### src/rtl/bus_rr_scheduler_pkg.sv
// rtl/bus_rr_scheduler_pkg.sv - shared types, constants and helpers for the bus round-robin scheduler
package bus_sched_pkg;

    typedef enum logic [1:0] {
        IDLE  = 2'd0,
        GRANT = 2'd1,
        ROUTE = 2'd2,
        TURN  = 2'd3
    } sched_state_t;

    localparam int          ID_W         = 8;
    localparam logic [7:0]  BROADCAST_ID = 8'hFF;
    localparam int          PKT_MAX_W    = 1024;

    // Destination ID lives in the top ID_W bits of a packet of the given width.
    function automatic logic [ID_W-1:0] dest_of(input logic [PKT_MAX_W-1:0] pkt, input int width);
        return pkt[width-1 -: ID_W];
    endfunction

endpackage

### src/rtl/bus_rr_scheduler_if.sv
// rtl/bus_rr_scheduler_if.sv - terminal FIFO / bus signals between the scheduler and the terminals
interface bus_rr_scheduler_if #(
    parameter int pckg_sz = 32,
    parameter int drvrs   = 16
);
    localparam int IW = (drvrs > 1) ? $clog2(drvrs) : 1;

    logic [drvrs-1:0]         pndng;
    logic [drvrs*pckg_sz-1:0] D_pop;
    logic [drvrs-1:0]         pop;
    logic [drvrs-1:0]         push;
    logic [pckg_sz-1:0]       D_push;
    logic [IW-1:0]            gnt_id;
    logic                     busy;
    logic                     err_dest;

    modport master (
        input  pndng, D_pop,
        output pop, push, D_push, gnt_id, busy, err_dest
    );

    modport slave (
        output pndng, D_pop,
        input  pop, push, D_push, gnt_id, busy, err_dest
    );

endinterface

### src/rtl/bus_rr_scheduler_rr_pick.sv
// rtl/bus_rr_scheduler_rr_pick.sv - combinational rotate-priority encoder
module rr_pick #(
    parameter  int N  = 16,
    localparam int IW = (N > 1) ? $clog2(N) : 1
) (
    input  logic [N-1:0]  req_i,
    input  logic [IW-1:0] ptr_i,
    output logic [IW-1:0] gnt_idx_o,
    output logic          any_o
);

    int idx;

    // Scan from the farthest offset back toward ptr so the closest request wins.
    always_comb begin
        gnt_idx_o = '0;
        any_o     = |req_i;
        idx       = 0;
        for (int k = N - 1; k >= 0; k--) begin
            idx = int'(ptr_i) + k;
            if (idx >= N) idx = idx - N;
            if (req_i[idx]) gnt_idx_o = IW'(idx);
        end
    end

endmodule

### src/rtl/bus_rr_scheduler.sv
// rtl/bus_rr_scheduler.sv - round-robin arbiter/router moving one packet per 4 cycles over the shared bus
module bus_rr_scheduler
    import bus_sched_pkg::*;
#(
    parameter int              pckg_sz   = 32,
    parameter int              drvrs     = 16,
    parameter logic [ID_W-1:0] broadcast = BROADCAST_ID
) (
    input  logic              clk,
    input  logic              reset,
    bus_rr_scheduler_if.master bus
);

    localparam int IW = (drvrs > 1) ? $clog2(drvrs) : 1;

    sched_state_t       state_q, state_d;
    logic [IW-1:0]      ptr_q, ptr_d;
    logic [IW-1:0]      src_q, src_d;
    logic [pckg_sz-1:0] pkt_q, pkt_d;
    logic [pckg_sz-1:0] dpush_q, dpush_d;
    logic [drvrs-1:0]   pop_q, pop_d;
    logic [drvrs-1:0]   push_q, push_d;
    logic               busy_q, busy_d;
    logic               err_q, err_d;

    logic [IW-1:0]      win_idx;
    logic               win_any;
    logic [ID_W-1:0]    dest;
    logic [drvrs-1:0]   route_mask;
    logic               route_err;

    rr_pick #(.N(drvrs)) u_pick (
        .req_i     (bus.pndng),
        .ptr_i     (ptr_q),
        .gnt_idx_o (win_idx),
        .any_o     (win_any)
    );

    assign dest = dest_of(PKT_MAX_W'(pkt_q), pckg_sz);

    // Unicast IDs below drvrs (self included), broadcast to everyone but the source, else drop.
    always_comb begin
        route_mask = '0;
        route_err  = 1'b0;
        if (int'(dest) < drvrs) begin
            route_mask = drvrs'(1) << dest;
        end else if (dest == broadcast) begin
            route_mask = ~(drvrs'(1) << src_q);
        end else begin
            route_err = 1'b1;
        end
    end

    always_ff @(posedge clk or posedge reset) begin
        if (reset) begin
            state_q <= IDLE;
            ptr_q   <= '0;
            src_q   <= '0;
            pkt_q   <= '0;
            dpush_q <= '0;
            pop_q   <= '0;
            push_q  <= '0;
            busy_q  <= 1'b0;
            err_q   <= 1'b0;
        end else begin
            state_q <= state_d;
            ptr_q   <= ptr_d;
            src_q   <= src_d;
            pkt_q   <= pkt_d;
            dpush_q <= dpush_d;
            pop_q   <= pop_d;
            push_q  <= push_d;
            busy_q  <= busy_d;
            err_q   <= err_d;
        end
    end

    always_comb begin
        state_d = state_q;
        ptr_d   = ptr_q;
        src_d   = src_q;
        pkt_d   = pkt_q;
        case (state_q)
            IDLE: begin
                if (win_any) begin
                    state_d = GRANT;
                    src_d   = win_idx;
                    pkt_d   = bus.D_pop[int'(win_idx)*pckg_sz +: pckg_sz];
                end
            end
            GRANT: begin
                state_d = ROUTE;
                ptr_d   = (int'(src_q) == drvrs - 1) ? '0 : src_q + 1'b1;
            end
            ROUTE:   state_d = TURN;
            TURN:    state_d = IDLE;
            default: state_d = IDLE;
        endcase
    end

    // Outputs are registered: decode from the state being entered.
    always_comb begin
        pop_d   = '0;
        push_d  = '0;
        err_d   = 1'b0;
        dpush_d = dpush_q;
        busy_d  = (state_d != IDLE);
        case (state_d)
            GRANT: pop_d = drvrs'(1) << src_d;
            ROUTE: begin
                push_d  = route_mask;
                err_d   = route_err;
                dpush_d = pkt_q;
            end
            default: ;
        endcase
    end

    assign bus.pop      = pop_q;
    assign bus.push     = push_q;
    assign bus.D_push   = dpush_q;
    assign bus.gnt_id   = src_q;
    assign bus.busy     = busy_q;
    assign bus.err_dest = err_q;

endmodule

### src/flat_wrapper.sv
// flat-port wrapper written by rule: the top's interface ports become plain ports
module bus_rr_scheduler_flat import bus_sched_pkg::*;
#(
    parameter int              pckg_sz   = 32,
    parameter int              drvrs     = 16,
    parameter logic [ID_W-1:0] broadcast = BROADCAST_ID
)
  (clk, reset, bus_pndng, bus_D_pop, bus_pop, bus_push, bus_D_push, bus_gnt_id, bus_busy, bus_err_dest);
  bus_rr_scheduler_if #(.pckg_sz(pckg_sz), .drvrs(drvrs)) bus_i ();
  input  logic clk;
  input  logic reset;
  input wire logic [$bits(bus_i.pndng)-1:0] bus_pndng;
  input wire logic [$bits(bus_i.D_pop)-1:0] bus_D_pop;
  output wire logic [$bits(bus_i.pop)-1:0] bus_pop;
  output wire logic [$bits(bus_i.push)-1:0] bus_push;
  output wire logic [$bits(bus_i.D_push)-1:0] bus_D_push;
  output wire logic [$bits(bus_i.gnt_id)-1:0] bus_gnt_id;
  output wire logic [$bits(bus_i.busy)-1:0] bus_busy;
  output wire logic [$bits(bus_i.err_dest)-1:0] bus_err_dest;
  assign bus_i.pndng = bus_pndng;
  assign bus_i.D_pop = bus_D_pop;
  assign bus_pop = bus_i.pop;
  assign bus_push = bus_i.push;
  assign bus_D_push = bus_i.D_push;
  assign bus_gnt_id = bus_i.gnt_id;
  assign bus_busy = bus_i.busy;
  assign bus_err_dest = bus_i.err_dest;
  bus_rr_scheduler #(.pckg_sz(pckg_sz), .drvrs(drvrs), .broadcast(broadcast)) u_core (.clk(clk), .reset(reset), .bus(bus_i));
endmodule
### config.mk
export PLATFORM = sky130hd
export DESIGN_NAME = bus_rr_scheduler_flat
export DESIGN_NICKNAME = d
export VERILOG_FILES = /design/src/rtl/bus_rr_scheduler_pkg.sv /design/src/rtl/bus_rr_scheduler_if.sv /design/src/rtl/bus_rr_scheduler_rr_pick.sv /design/src/rtl/bus_rr_scheduler.sv /design/src/flat_wrapper.sv
export SDC_FILE = /design/constraint.sdc
export NUM_CORES = 1
export LEC_CHECK = 0
export BUFFER_PORTS_ARGS = -buffer_cell sky130_fd_sc_hd__buf_2
export CAP_MARGIN = 20
export CORE_AREA = 2 2 230 232
export DETAILED_ROUTE_END_ITERATION = 16
export DIE_AREA = 0 0 232 234
export HOLD_SLACK_MARGIN = 0.05
export PLACE_DENSITY_LB_ADDON = 0.15
export SLEW_MARGIN = 5
export SYNTH_ARGS = -nofsm -noshare
export SYNTH_HDL_FRONTEND = slang
export SYNTH_SLANG_ARGS = --single-unit
### constraint.sdc
create_clock -name clk -period 4.8 [get_ports clk]
set_input_delay 0.24 -clock clk [delete_from_list [all_inputs] [get_ports clk]]
set_output_delay 0.24 -clock clk [all_outputs]
set_load 0.03 [all_outputs]
# After elaboration in Yosys (flattened, before gate mapping)
# Cells that the tools add are included.
classes:
  addsub: 32
  order_cmp: 33
  eq_ne: 7
  n_shift: 4
  mux: 92
  n_bitwise: 1
  n_reduce_logical: 4
ops:
  columns: ["cell", "count"]
  rows:
  - ["less-than comparator 32 x 6 -> 1 bit, second input constant", 16]
  - ["two-way mux 32 bit", 16]
  - ["variable part select 512 x 10 -> 32 bit", 1]
  - ["subtractor 5 x 5 -> 6 bit, second input constant", 15]
  - ["two-way mux 4 bit", 19]
  - [">= comparator 5 bit, second input constant", 15]
  - ["binary-select mux 1 bit (select 4 bit)", 16]
  - ["two-way mux 16 bit", 4]
  - ["adder 4 x 4 -> 5 bit, second input constant", 8]
  - ["two-way mux 1 bit", 35]
  - ["<< shifter 1 x 4 -> 16 bit, first input constant", 2]
  - ["adder 4 x 3 -> 5 bit, second input constant", 4]
  - ["NOT 16 bit", 1]
  - ["OR reduction 16 bit", 1]
  - ["<< shifter 1 x 8 -> 16 bit, first input constant", 1]
  - ["adder 4 x 2 -> 5 bit, second input constant", 2]
  - ["== test 8 bit, second input constant", 1]
  - ["less-than comparator 8 x 5 -> 1 bit, second input constant", 1]
  - ["case mux 2 bit (4 select lines)", 1]
  - ["== test 2 bit, second input constant", 3]
  - ["subtractor 4 x 5 -> 6 bit, second input constant", 1]
  - ["adder 4 x 1 -> 5 bit, second input constant", 1]
  - [">= comparator 4 x 5 -> 1 bit, second input constant", 1]
  - ["adder 4 x 1 -> 4 bit, second input constant", 1]
  - ["6 further kinds", 7]
totals:
  register_bits: 108
  in_bits: 530
  out_inout_bits: 70
  wordCells: 182

# Depth between registers and ports, before layout
# Gate-level depths: netlist (run 1).
depth:
  ltp_word: 26
  mapped_depth: 23
  depth_no_buf: 14

# By module
# From an unflattened synthesis (run 1), not the netlist that was laid out.
unflattened:
  hier_cells: 1160
  hier_area_um2: 10872.9
by_module_without_submodules:
  columns: ["mod", "instances", "cells_per_inst", "area_each_um2", "seq_area_each_um2"]
  rows:
  - ["bus_rr_scheduler", 1, 903, 8610.8, 2702.6]
  - ["rr_pick", 1, 257, 2262.2, 0.0]

# Worst setup path before layout (run 1)
# OpenSTA, ideal clock, no wires.
synth_path:
  kind: "register to register"
  from: "register u_core.ptr_q[1]"
  to: "register u_core.pkt_q[10]"
  setup_time_ns: 0.125
  arrival_ns: 4.609
  setup_slack_ns: 0.066
  path_stages_with_launch: 22
  n_path_buf: 8
  period_less_slack_ns: 4.734
  path_cell_list: "dfrtp_1 > buf_6 > buf_6 > buf_4 > clkinv_1 > ha_1 > buf_4 > buf_4 > mux2_1 > mux4_2 > mux2_2 > o311ai_1 > o2111ai_1 > a211o_1 > nand2_1 > buf_4 > buf_8 > buf_8 > mux2i_1 > mux2i_1 > o2111ai_1 > nand2_1"
synth_via:
  elab_chain_cells: 23
  word_cells_on_any_way: 128
  classes_between: "add/sub (31); order compare (16); shift (1); mux (80)"
synth_rtl:
  columns: ["item", "line_no", "source"]
  rows:
  - ["start, declared", "bus_rr_scheduler.sv:17", "logic [IW-1:0] ptr_q, ptr_d;"]
  - ["start signal, assigned", "bus_rr_scheduler.sv:67", "ptr_q <= ptr_d;"]
  - ["adder 4 x 4 -> 5 bit", "bus_rr_scheduler_rr_pick.sv:20", "idx = int'(ptr_i) + k;"]
  - ["subtractor 5 x 5 -> 6 bit / >= comparator 5 bit (equally long branches)", "bus_rr_scheduler_rr_pick.sv:21", "if (idx >= N) idx = idx - N;"]
  - ["two-way mux 32 bit", "bus_rr_scheduler_rr_pick.sv:21", null]
  - ["binary-select mux 1 bit (select 4 bit)", "bus_rr_scheduler_rr_pick.sv:22", "if (req_i[idx]) gnt_idx_o = IW'(idx);"]
  - ["two-way mux 1 bit (implied by the code) (2 in series)", "bus_rr_scheduler_rr_pick.sv:22", null]
  - ["two-way mux 4 bit (15 in series)", "bus_rr_scheduler_rr_pick.sv:22", null]
  - ["two-way mux 4 bit (*)", "bus_rr_scheduler_rr_pick.sv:22", null]
  - ["variable part select 512 x 10 -> 32 bit (*)", "bus_rr_scheduler.sv:88", "pkt_d = bus.D_pop[int'(win_idx)*pckg_sz +: pckg_sz];"]
  - ["end signal, assigned", "bus_rr_scheduler.sv:69", "pkt_q <= pkt_d;"]
  - ["end, declared", "bus_rr_scheduler.sv:19", "logic [pckg_sz-1:0] pkt_q, pkt_d;"]
# Every way passes the cells marked *; elsewhere a longest branch is shown, timed or not. The select of a mux whose other input is x is not followed.
# A chain may end at the register's enable or synchronous reset.

# Worst setup path in the final report (run 1)
layout_path:
  from: "register u_core.ptr_q[1]"
  to: "register u_core.pkt_q[0]"
# The elaborated chain is that of the path after synthesis.

==> flow_summary.toml, run 1 <==
[synth]
yosys.cell_types.count = 77
synth_nets = 1958
synthFlopType = "dfrtp_1"
synth.avg_cell_area_um2 = 8.00
synth_seq_cells = 108
syn_area_mm2 = 0.0113
yosysWarnings = 0
async_flop_share_pct = 100
ys_seq_area_share_pct = 23.9
synthCells = 1410
synth-edff-count = 0

[floorplan]
dieArea_mm2 = 0.0543
fp.coreArea_mm2 = 0.0520
die_y_um = 234
pin_count = 600
die_w_um = 232
initial_utilization_pct = 21.7
rows = 84

[layout]
layout_commonest_cell = "buf_2"
regArea_mm2 = 0.00270
syn2layout_area_growth_pct = 39.0
final_cells = 2670
fill_cells = 5738
drive_gt1_share_pct = 40.7
layout_common_cells = "buf_2 (599), nand2_1 (406), mux2i_1 (159)"
multi_input_area_mm2 = 0.00797
final_nets = 2522
post-route-util_pct = 30.2

[sta]
fin_hold_ws_ps = 210
fin_skew_ps = 20.7
maxSlewViolCount = 0
timing.fmax_mhz = 215
rsz0062_at_grt = "true"
finalSetupViolCount = 0
hold_violations = 0
period_share_pct = 97.0
layout_min_cycle_time_ps = 4660
slew_headroom_pct = 52.6
tns_ps = 0
tightest_slew_ps = 705

[min_path]
min_from = "bus_D_pop[328]"
min_path_cells = 5
hold_path.class = "primary input to register"
hold_end = "u_core.pkt_q[8]$_DFFE_PP0P_"

[place]
placed_cells = 2643
gp_congestion = 0.911
io_buffers = 599
dpl.hpwl_mm = 51.4

[worst_setup_path]
crit_chain = "clkinv_1, ha_2, buf_4, mux2_2, nor3_1, a31oi_1, and3_1, or4bb_1, o2111a_1, a211oi_2, a21oi_4, buf_4, buf_4, nor3_1, a221o_1, o21ai_1"
crit_start = "u_core.ptr_q[1]$_DFFE_PP0N_"
cp-end-kind = "register"
startpoint_type = "register"
critical_path_arrival_ps = 4920
cp.required_ps = 5070
r2r_end = "u_core.pkt_q[0]$_DFFE_PP0P_"
reg2reg_depth = 16
worstReg2RegStart = "u_core.ptr_q[1]$_DFFE_PP0N_"
critical_path_class = "register to register"
crit_path_max_fanout = 12
slowest_delay_ps = 530
crit_top_cell = "buf_4"
rrSetupSlack_ps = 140
slowest_stage = "or4bb_1"

[route]
drt_first_pass_iters = 5
drc = 0
postRouteAntennaNets = 0
viasPerCell = 5.02
post_drt_wl_per_cell_um = 24.1
route.vias.total = 13400
dr.first_iter.drc_count = 902
wl_mm = 64.3

[grt]
grt-ovfl-total = 0
grt_usage_pct = 22.6
grt_first_pass_wirelength_mm = 89.1
grt_antenna_before_repair = 11
grt_max_degree = 73
grt_pass1_vias = 13100

[outcome]
run_status = "completed"

[clock_network]
cts_buffers = 9
clkTransAtPathRegs_ps = 80
cts_sinks = 108
clock_latency_ps = 410
cts_tree = "yes"
cts.htree.levels = 3
clockBufferDepth = 2
cts_root_buffer = "clkbuf_16"

[job]
cap_violations = 0
-- cell usage after synthesis, types with 4 or more instances --
library cell / number / area, um2
nand2_1: 408 / 1530
mux2i_1: 159 / 1590
nand3_1: 110 / 551
dfrtp_1: 108 / 2700
a32oi_1: 65 / 569
mux2_2: 58 / 653
clkbuf_1: 51 / 191
nor2_1: 51 / 191
a31oi_1: 39 / 244
o2111ai_1: 33 / 289
a21oi_1: 31 / 155
buf_4: 27 / 203
buf_2: 25 / 125
mux4_2: 25 / 563
o21ai_0: 23 / 115
ha_1: 18 / 225
inv_1: 12 / 45.0
mux2_1: 10 / 113
nand2b_1: 10 / 62.6
nor2b_1: 10 / 62.6
nor3_1: 10 / 50.1
buf_6: 7 / 78.8
nor4_1: 7 / 43.8
and3_1: 5 / 31.3
nand4_1: 5 / 31.3
o21ai_1: 5 / 25.0
or3_1: 5 / 31.3
xnor2_1: 5 / 43.8
a22o_1: 4 / 35.0
and4_1: 4 / 35.0
buf_1: 4 / 15.0
o21a_1: 4 / 30.0
-- cell type report --
class / count / share of cell area, %
Inverter: 15 / 0.375
Timing Repair Buffer: 672 / 24.2
Antenna cell: 3 / 0.0478
Multi-Input combinational cell: 1168 / 50.8
Clock buffer: 10 / 1.52
Clock inverter: 6 / 0.399
Sequential cell: 108 / 17.2
Tap cell: 688 / 5.49
-- flip-flops by register name, summed over array words and instances (netlist names) --
signal / cells
u_core.bus.busy: 1
u_core.bus.D_push: 32
u_core.bus.err_dest: 1
u_core.bus.push: 16
u_core.bus.gnt_id: 4
u_core.pkt_q: 32
u_core.state_q: 2
u_core.ptr_q: 4
u_core.bus.pop: 16
-- critical path, delay by kind of cell, from the launching register on --
family,cells,cell delay (ps)
adders and majority gates,1,520
DFF,1,360
muxes,1,360
buffers and inverters,4,740
and+or+nand+nor,4,1480
AOI/OAI and AO/OA,6,1060
-- metrics by stage --
stage	worst slack [ps]	cell area (um2)
3_5_place_dp	-165	15300
3_3_place_gp	-119	15300
4_1_cts	50.3	15600
5_1_grt	-30.8	15700
6_report	143	15700
2_1_floorplan	66.4	11300
-- cells by family (layout without fill, tap and decap cells) --
group	count (synthesis)	count (layout)	share of synthesized area, %
DFF	108	108	23.9
AOI/OAI and AO/OA	240	240	15.7
other	0	3	0
buffers and inverters	134	703	6.46
and+or+nand+nor	646	646	24.7
xor gates and xnor gates	12	12	1.33
adders and majority gates	18	18	2.00
muxes	252	252	25.9
-- metal layers --
metal | up-vias | global-route usage, % | share of wire (%)
met5 | - | 0 | 0.086
met4 | 8 | 3.91 | 1.5
met3 | 52 | 4.41 | 6.4
met2 | 532 | 37.6 | 48
met1 | 6540 | 30.7 | 44
li1 | 6275 | - | -
-- repair_timing --
action / 4_1_cts / 5_1_grt
pin swaps: 1 / 2
gates resized for setup: 2 / 6
endpoints found under the hold margin: 0 / 39
endpoints found under the setup margin: 2 / 15
hold buffers: 0 / 1
buffers inserted: 0 / 6
-- how the worst max path moves through the flow --
| stage | slack [ps] | to | cells past startpoint |
|---|---|---|---|
| finish | 140 | u_core.pkt_q[0]$_DFFE_PP0P_ | 16 |
| global route | -30 | u_core.pkt_q[0]$_DFFE_PP0P_ | 18 |
| CTS | 50 | u_core.pkt_q[0]$_DFFE_PP0P_ | 16 |
| detailed placement | -170 | u_core.pkt_q[30]$_DFFE_PP0P_ | 16 |
| global placement | -120 | u_core.pkt_q[30]$_DFFE_PP0P_ | 15 |
| floorplan | 70 | u_core.pkt_q[10]$_DFFE_PP0P_ | 21 |
Power of run 1 is left out: the tool's default activity adds up to more than one toggle a clock period on the data nets, which glitch-free logic cannot reach.
==> inputs of run 2 (changes only) <==
- CORE_AREA: 2 2 230 232 -> 2 2 231 233
- DIE_AREA: 0 0 232 234 -> 0 0 233 235
==> run 2 against run 1 <==
Effect of this change: setup slack better by 99 ps; highest routed layer unchanged; critical path type unchanged; critical endpoint unchanged; largest cell class unchanged; design area down 0.21%; core utilization down 0.19 points; routed wire length up 3.7%.
==> flow_summary.toml, run 2 (synthesized netlist as in run 1, its figures left out) <==
[outcome]
run_status = "completed"

[route]
postRouteAntennaNets = 0
drt_first_pass_iters = 5
wl_mm = 66.7
post_drt_wl_per_cell_um = 24.9
route.vias.total = 13400
drc = 0
viasPerCell = 5.02
dr.first_iter.drc_count = 891

[place]
dpl.hpwl_mm = 53.9
gp_congestion = 0.909
io_buffers = 599

[worst_setup_path]
slowest_stage = "mux4_2"
crit_chain = "clkbuf_8, mux2_1, mux4_2, and2_4, or4b_1, a31oi_1, o2111ai_1, a211o_1, nand2_4, buf_12, mux2i_1, a32oi_1, a32oi_1, buf_4, o21ai_1"
path_delay_family = "multiplexers"
crit_top_cell = "a32oi_1"
crit_path_max_fanout = 31
rrSetupSlack_ps = 240
cp.required_ps = 5080
critical_path_arrival_ps = 4830
worstReg2RegStart = "u_core.ptr_q[1]$_DFFE_PP0N_"
cp_num_buf_inv = 3
startpoint_type = "register"
cp_num_cells = 15
crit_start = "u_core.ptr_q[1]$_DFFE_PP0N_"
cp-end-kind = "register"
slowest_delay_ps = 520
reg2reg_depth = 15
critical_path_class = "register to register"
r2r_end = "u_core.pkt_q[0]$_DFFE_PP0P_"
crit_end = "u_core.pkt_q[0]$_DFFE_PP0P_"

[layout]
layout_commonest_cell = "buf_2"
syn2layout_area_growth_pct = 38.7
drive_gt1_share_pct = 40.7
final_nets = 2520
layout_common_cells = "buf_2 (599), nand2_1 (406), mux2i_1 (157)"
fill_cells = 5781

[sta]
slew_headroom_pct = 37.3
tns_ps = 0
fin_skew_ps = 13.7
maxSlewViolCount = 0
layout_min_cycle_time_ps = 4560
period_share_pct = 95.0
tightest_slew_ps = 928
finalSetupViolCount = 0
hold_violations = 0
rsz0062_at_grt = "false"
fin_hold_ws_ps = 45.4
timing.fmax_mhz = 219

[clock_network]
holdBufCountCts = 0
cts_buffers = 9
cts.htree.levels = 3
cts_sinks = 108
clock_latency_ps = 390
cts_root_buffer = "clkbuf_16"
cts_tree = "yes"
clkTransAtPathRegs_ps = 90
clockBufferDepth = 2

[floorplan]
dieArea_mm2 = 0.0548
die_w_um = 233
initial_utilization_pct = 21.6
fp.coreArea_mm2 = 0.0522
pin_count = 600
die_y_um = 235
rows = 84

[grt]
grt_max_degree = 68
grt_usage_pct = 23.5
grt_first_pass_wirelength_mm = 93.6
grt_pass1_vias = 13600
grt-ovfl-total = 0
grt_antenna_before_repair = 21

[job]
cap_violations = 0

[min_path]
hold_path.class = "primary input to async pin"
run 2: worst reg2reg max path, cell delays in order (launching register included):
cell and delay [ps]:
dfrtp_1 370, clkbuf_8 330, mux2_1 370, mux4_2 520, and2_4 210, or4b_1 500
a31oi_1 180, o2111ai_1 130, a211o_1 430, nand2_4 160, buf_12 200, mux2i_1 450
a32oi_1 160, a32oi_1 260, buf_4 140, o21ai_1 50
run 2: how the worst min path moves through the flow:
| stage | end | cells past startpoint | slack (ps) | start |
|---|---|---|---|---|
| 2_1_floorplan | u_core.pkt_q[10]$_DFFE_PP0P_ | 2 | 450 | u_core.pkt_q[10]$_DFFE_PP0P_ |
| 6_report | u_core.bus.D_push[22]$_DFFE_PP0P_ | 2 | 50 | reset |
| 4_1_cts | u_core.bus.D_push[22]$_DFFE_PP0P_ | 2 | 80 | reset |
| 3_3_place_gp | u_core.pkt_q[3]$_DFFE_PP0P_ | 2 | 470 | u_core.pkt_q[3]$_DFFE_PP0P_ |
| 3_5_place_dp | u_core.pkt_q[1]$_DFFE_PP0P_ | 2 | 480 | u_core.pkt_q[1]$_DFFE_PP0P_ |
| 5_1_grt | u_core.bus.D_push[22]$_DFFE_PP0P_ | 2 | 120 | reset |
run 2: routing by layer:
layer	vias to the layer above	GRT usage (%)	wire, um
li1	6296	-	-
met1	6476	30.3	28300
met2	557	39.5	32200
met3	78	4.88	4390
met4	16	6.18	1620
met5	-	0	105
run 2: final cells by class:
type | instances | area [um2] | share of cell area (%)
well taps | 688 | 861 | 5.50
clock buffers | 10 | 229 | 1.46
inverters | 15 | 58.8 | 0.376
clock inverters | 6 | 55.1 | 0.352
diodes | 7 | 17.5 | 0.112
multi-input cells | 1169 | 7990 | 51.0
flip-flops and latches | 108 | 2700 | 17.3
repair buffers | 669 | 3740 | 23.9
run 2: repair_timing:
item,in CTS,in global routing
endpoints found under the setup margin,0,47
buffers inserted,0,0
resized for setup,0,13
run 2: through the flow:
| step | std cells | setup slack [ps] | area, um2 | utilization (%) |
|---|---|---|---|---|
| 3_5_place_dp | 2648 | 108 | 15300 | 29.3 |
| 4_1_cts | 2664 | 63.2 | 15600 | 29.8 |
| 3_3_place_gp | 2648 | 38.4 | 15300 | 29.3 |
| 2_1_floorplan | 1410 | 66.4 | 11300 | - |
| 5_1_grt | 2668 | 24.5 | 15600 | 30.0 |
| 6_report | 2672 | 242 | 15700 | 30.0 |
Power of run 2 is left out for the same reason.
==> inputs of run 3 (changes only) <==
- clock period: 4.8 -> 5.03 ns (I/O delays scaled with it)
==> run 3 against run 2 <==
Effect of this change: clock skew up 4.3 ps; clock-buffer cell count stayed put; setup slack improved by 47 ps; sequential cell count stayed put; highest routed layer unchanged; largest cell class unchanged; register-to-register slack gained 50 ps; global-route usage about the same.
==> flow_summary.toml, run 3 (synthesized netlist as in run 1, its figures left out) <==
[outcome]
run_status = "completed"

[min_path]
min_path_cells = 5
hold_path.class = "primary input to register"
min_from = "bus_D_pop[274]"
hold_end = "u_core.pkt_q[18]$_DFFE_PP0P_"

[sta]
layout_min_cycle_time_ps = 4740
fin_skew_ps = 18.0
slew_headroom_pct = 45.4
maxSlewViolCount = 0
timing.fmax_mhz = 211
worst_slack_ps = 289
period_share_pct = 94.2
tightest_slew_ps = 819
finalSetupViolCount = 0
hold_violations = 0
fin_hold_ws_ps = 223

[job]
cap_violations = 0

[worst_setup_path]
rrSetupSlack_ps = 290
cp.required_ps = 5360
path_delay_family = "simple AND/OR/NAND/NOR gates"
worstReg2RegStart = "u_core.ptr_q[1]$_DFFE_PP0N_"
cp-end-kind = "register"
slowest_delay_ps = 490
crit_chain = "clkinv_1, buf_4, ha_1, or3_1, and4_1, or4b_1, a31oi_1, o2111ai_1, a211o_1, nand2_8, buf_12, buf_12, nand2_1, a32oi_1, a32oi_1, nand2_1"
cp_num_buf_inv = 4
reg2reg_depth = 16
startpoint_type = "register"
critical_path_class = "register to register"
crit_path_max_fanout = 43
r2r_end = "u_core.pkt_q[2]$_DFFE_PP0P_"
critical_path_arrival_ps = 5070
slowest_stage = "or4b_1"

[grt]
grt-ovfl-total = 0
grt_antenna_before_repair = 18
grt_first_pass_wirelength_mm = 94.1
grt_max_degree = 57
grt_pass1_vias = 13700
grt_usage_pct = 23.5

[clock_network]
clockBufferDepth = 2
cts_sinks = 108
clkTransAtPathRegs_ps = 90
clock_latency_ps = 390
cts_tree = "yes"
cts_root_buffer = "clkbuf_16"
cts.htree.levels = 3
cts_buffers = 9

[route]
wl_mm = 66.6
viasPerCell = 5.07
post_drt_wl_per_cell_um = 24.9
dr.first_iter.drc_count = 965
drc = 0
drt_first_pass_iters = 5
postRouteAntennaNets = 0
route.vias.total = 13500

[floorplan]
fp.coreArea_mm2 = 0.0522
die_y_um = 235
rows = 84
initial_utilization_pct = 21.6
die_w_um = 233
pin_count = 600
dieArea_mm2 = 0.0548

[layout]
final_nets = 2521
layout_common_cells = "buf_2 (599), nand2_1 (406), mux2i_1 (158)"
syn2layout_area_growth_pct = 38.1
layout_commonest_cell = "buf_2"
fill_cells = 5722
drive_gt1_share_pct = 40.4

[place]
gp_congestion = 0.912
place_ws_ps = 30.5
io_buffers = 599
dpl.hpwl_mm = 53.7
-- run 3: cell types whose count changed in the layout (fill, tap and decap cells not counted), sizes merged --
cell,delta
buf,+1
clkdlybuf4s18,+1
and2,-1
clkinv,+1
clkbuf,-1
dlygate4sd3,+1
inv,-1
-- run 3: worst max path at each step --
stage	end	cells past startpoint	from	slack, ps
CTS	u_core.pkt_q[20]$_DFFE_PP0P_	15	u_core.ptr_q[1]$_DFFE_PP0N_	80
finish	u_core.pkt_q[2]$_DFFE_PP0P_	16	u_core.ptr_q[1]$_DFFE_PP0N_	290
global route	u_core.pkt_q[2]$_DFFE_PP0P_	16	u_core.ptr_q[1]$_DFFE_PP0N_	-0.2
global placement	u_core.pkt_q[20]$_DFFE_PP0P_	17	u_core.ptr_q[1]$_DFFE_PP0N_	40
detailed placement	u_core.pkt_q[20]$_DFFE_PP0P_	17	u_core.ptr_q[1]$_DFFE_PP0N_	30
floorplan	u_core.pkt_q[10]$_DFFE_PP0P_	21	u_core.ptr_q[1]$_DFFE_PP0N_	300
-- run 3: area by class of cell --
| cell class | instances | area [um2] | share of cell area (%) |
|---|---|---|---|
| multi-input combinational | 1168 | 7960 | 51.1 |
| timing repair buffer | 671 | 3690 | 23.7 |
| sequential | 108 | 2700 | 17.3 |
| tap | 688 | 861 | 5.53 |
| clock buffer | 10 | 229 | 1.47 |
| clock inverter | 6 | 60.1 | 0.385 |
| inverter | 15 | 58.8 | 0.377 |
| antenna | 7 | 17.5 | 0.112 |
-- run 3: worst min-delay path, cell delays in order --
cell and delay [ps]:
buf_2 70, nand2_1 40, nand3_1 70, a32oi_1 90, nand2_1 60
-- run 3: metrics by stage --
step                      utilization [%]  area, um2  std cells  setup TNS, ps
after detailed placement             29.1      15200       2644              0
after floorplan                         -      11300       1410              0
after global routing                 29.8      15600       2671         -0.211
after CTS                            29.6      15500       2661              0
final                                29.8      15600       2673              0
after global placement               29.0      15200       2643              0
-- run 3: per-layer routing --
layer	vias to the layer above	routed length [um]	track usage, %
met5	-	85	0
met4	12	980	4.03
met3	57	4100	4.19
met2	573	32500	40.5
met1	6620	28900	30.9
li1	6277	-	-
-- run 3: timing repair --
action	4_1_cts	5_1_grt
endpoints found under the hold margin	52	0
hold buffers	1	0
pin swaps	0	1
endpoints found under the setup margin	1	19
gates resized for setup	1	7
setup buffers	0	5
Power of run 3 is left out for the same reason.
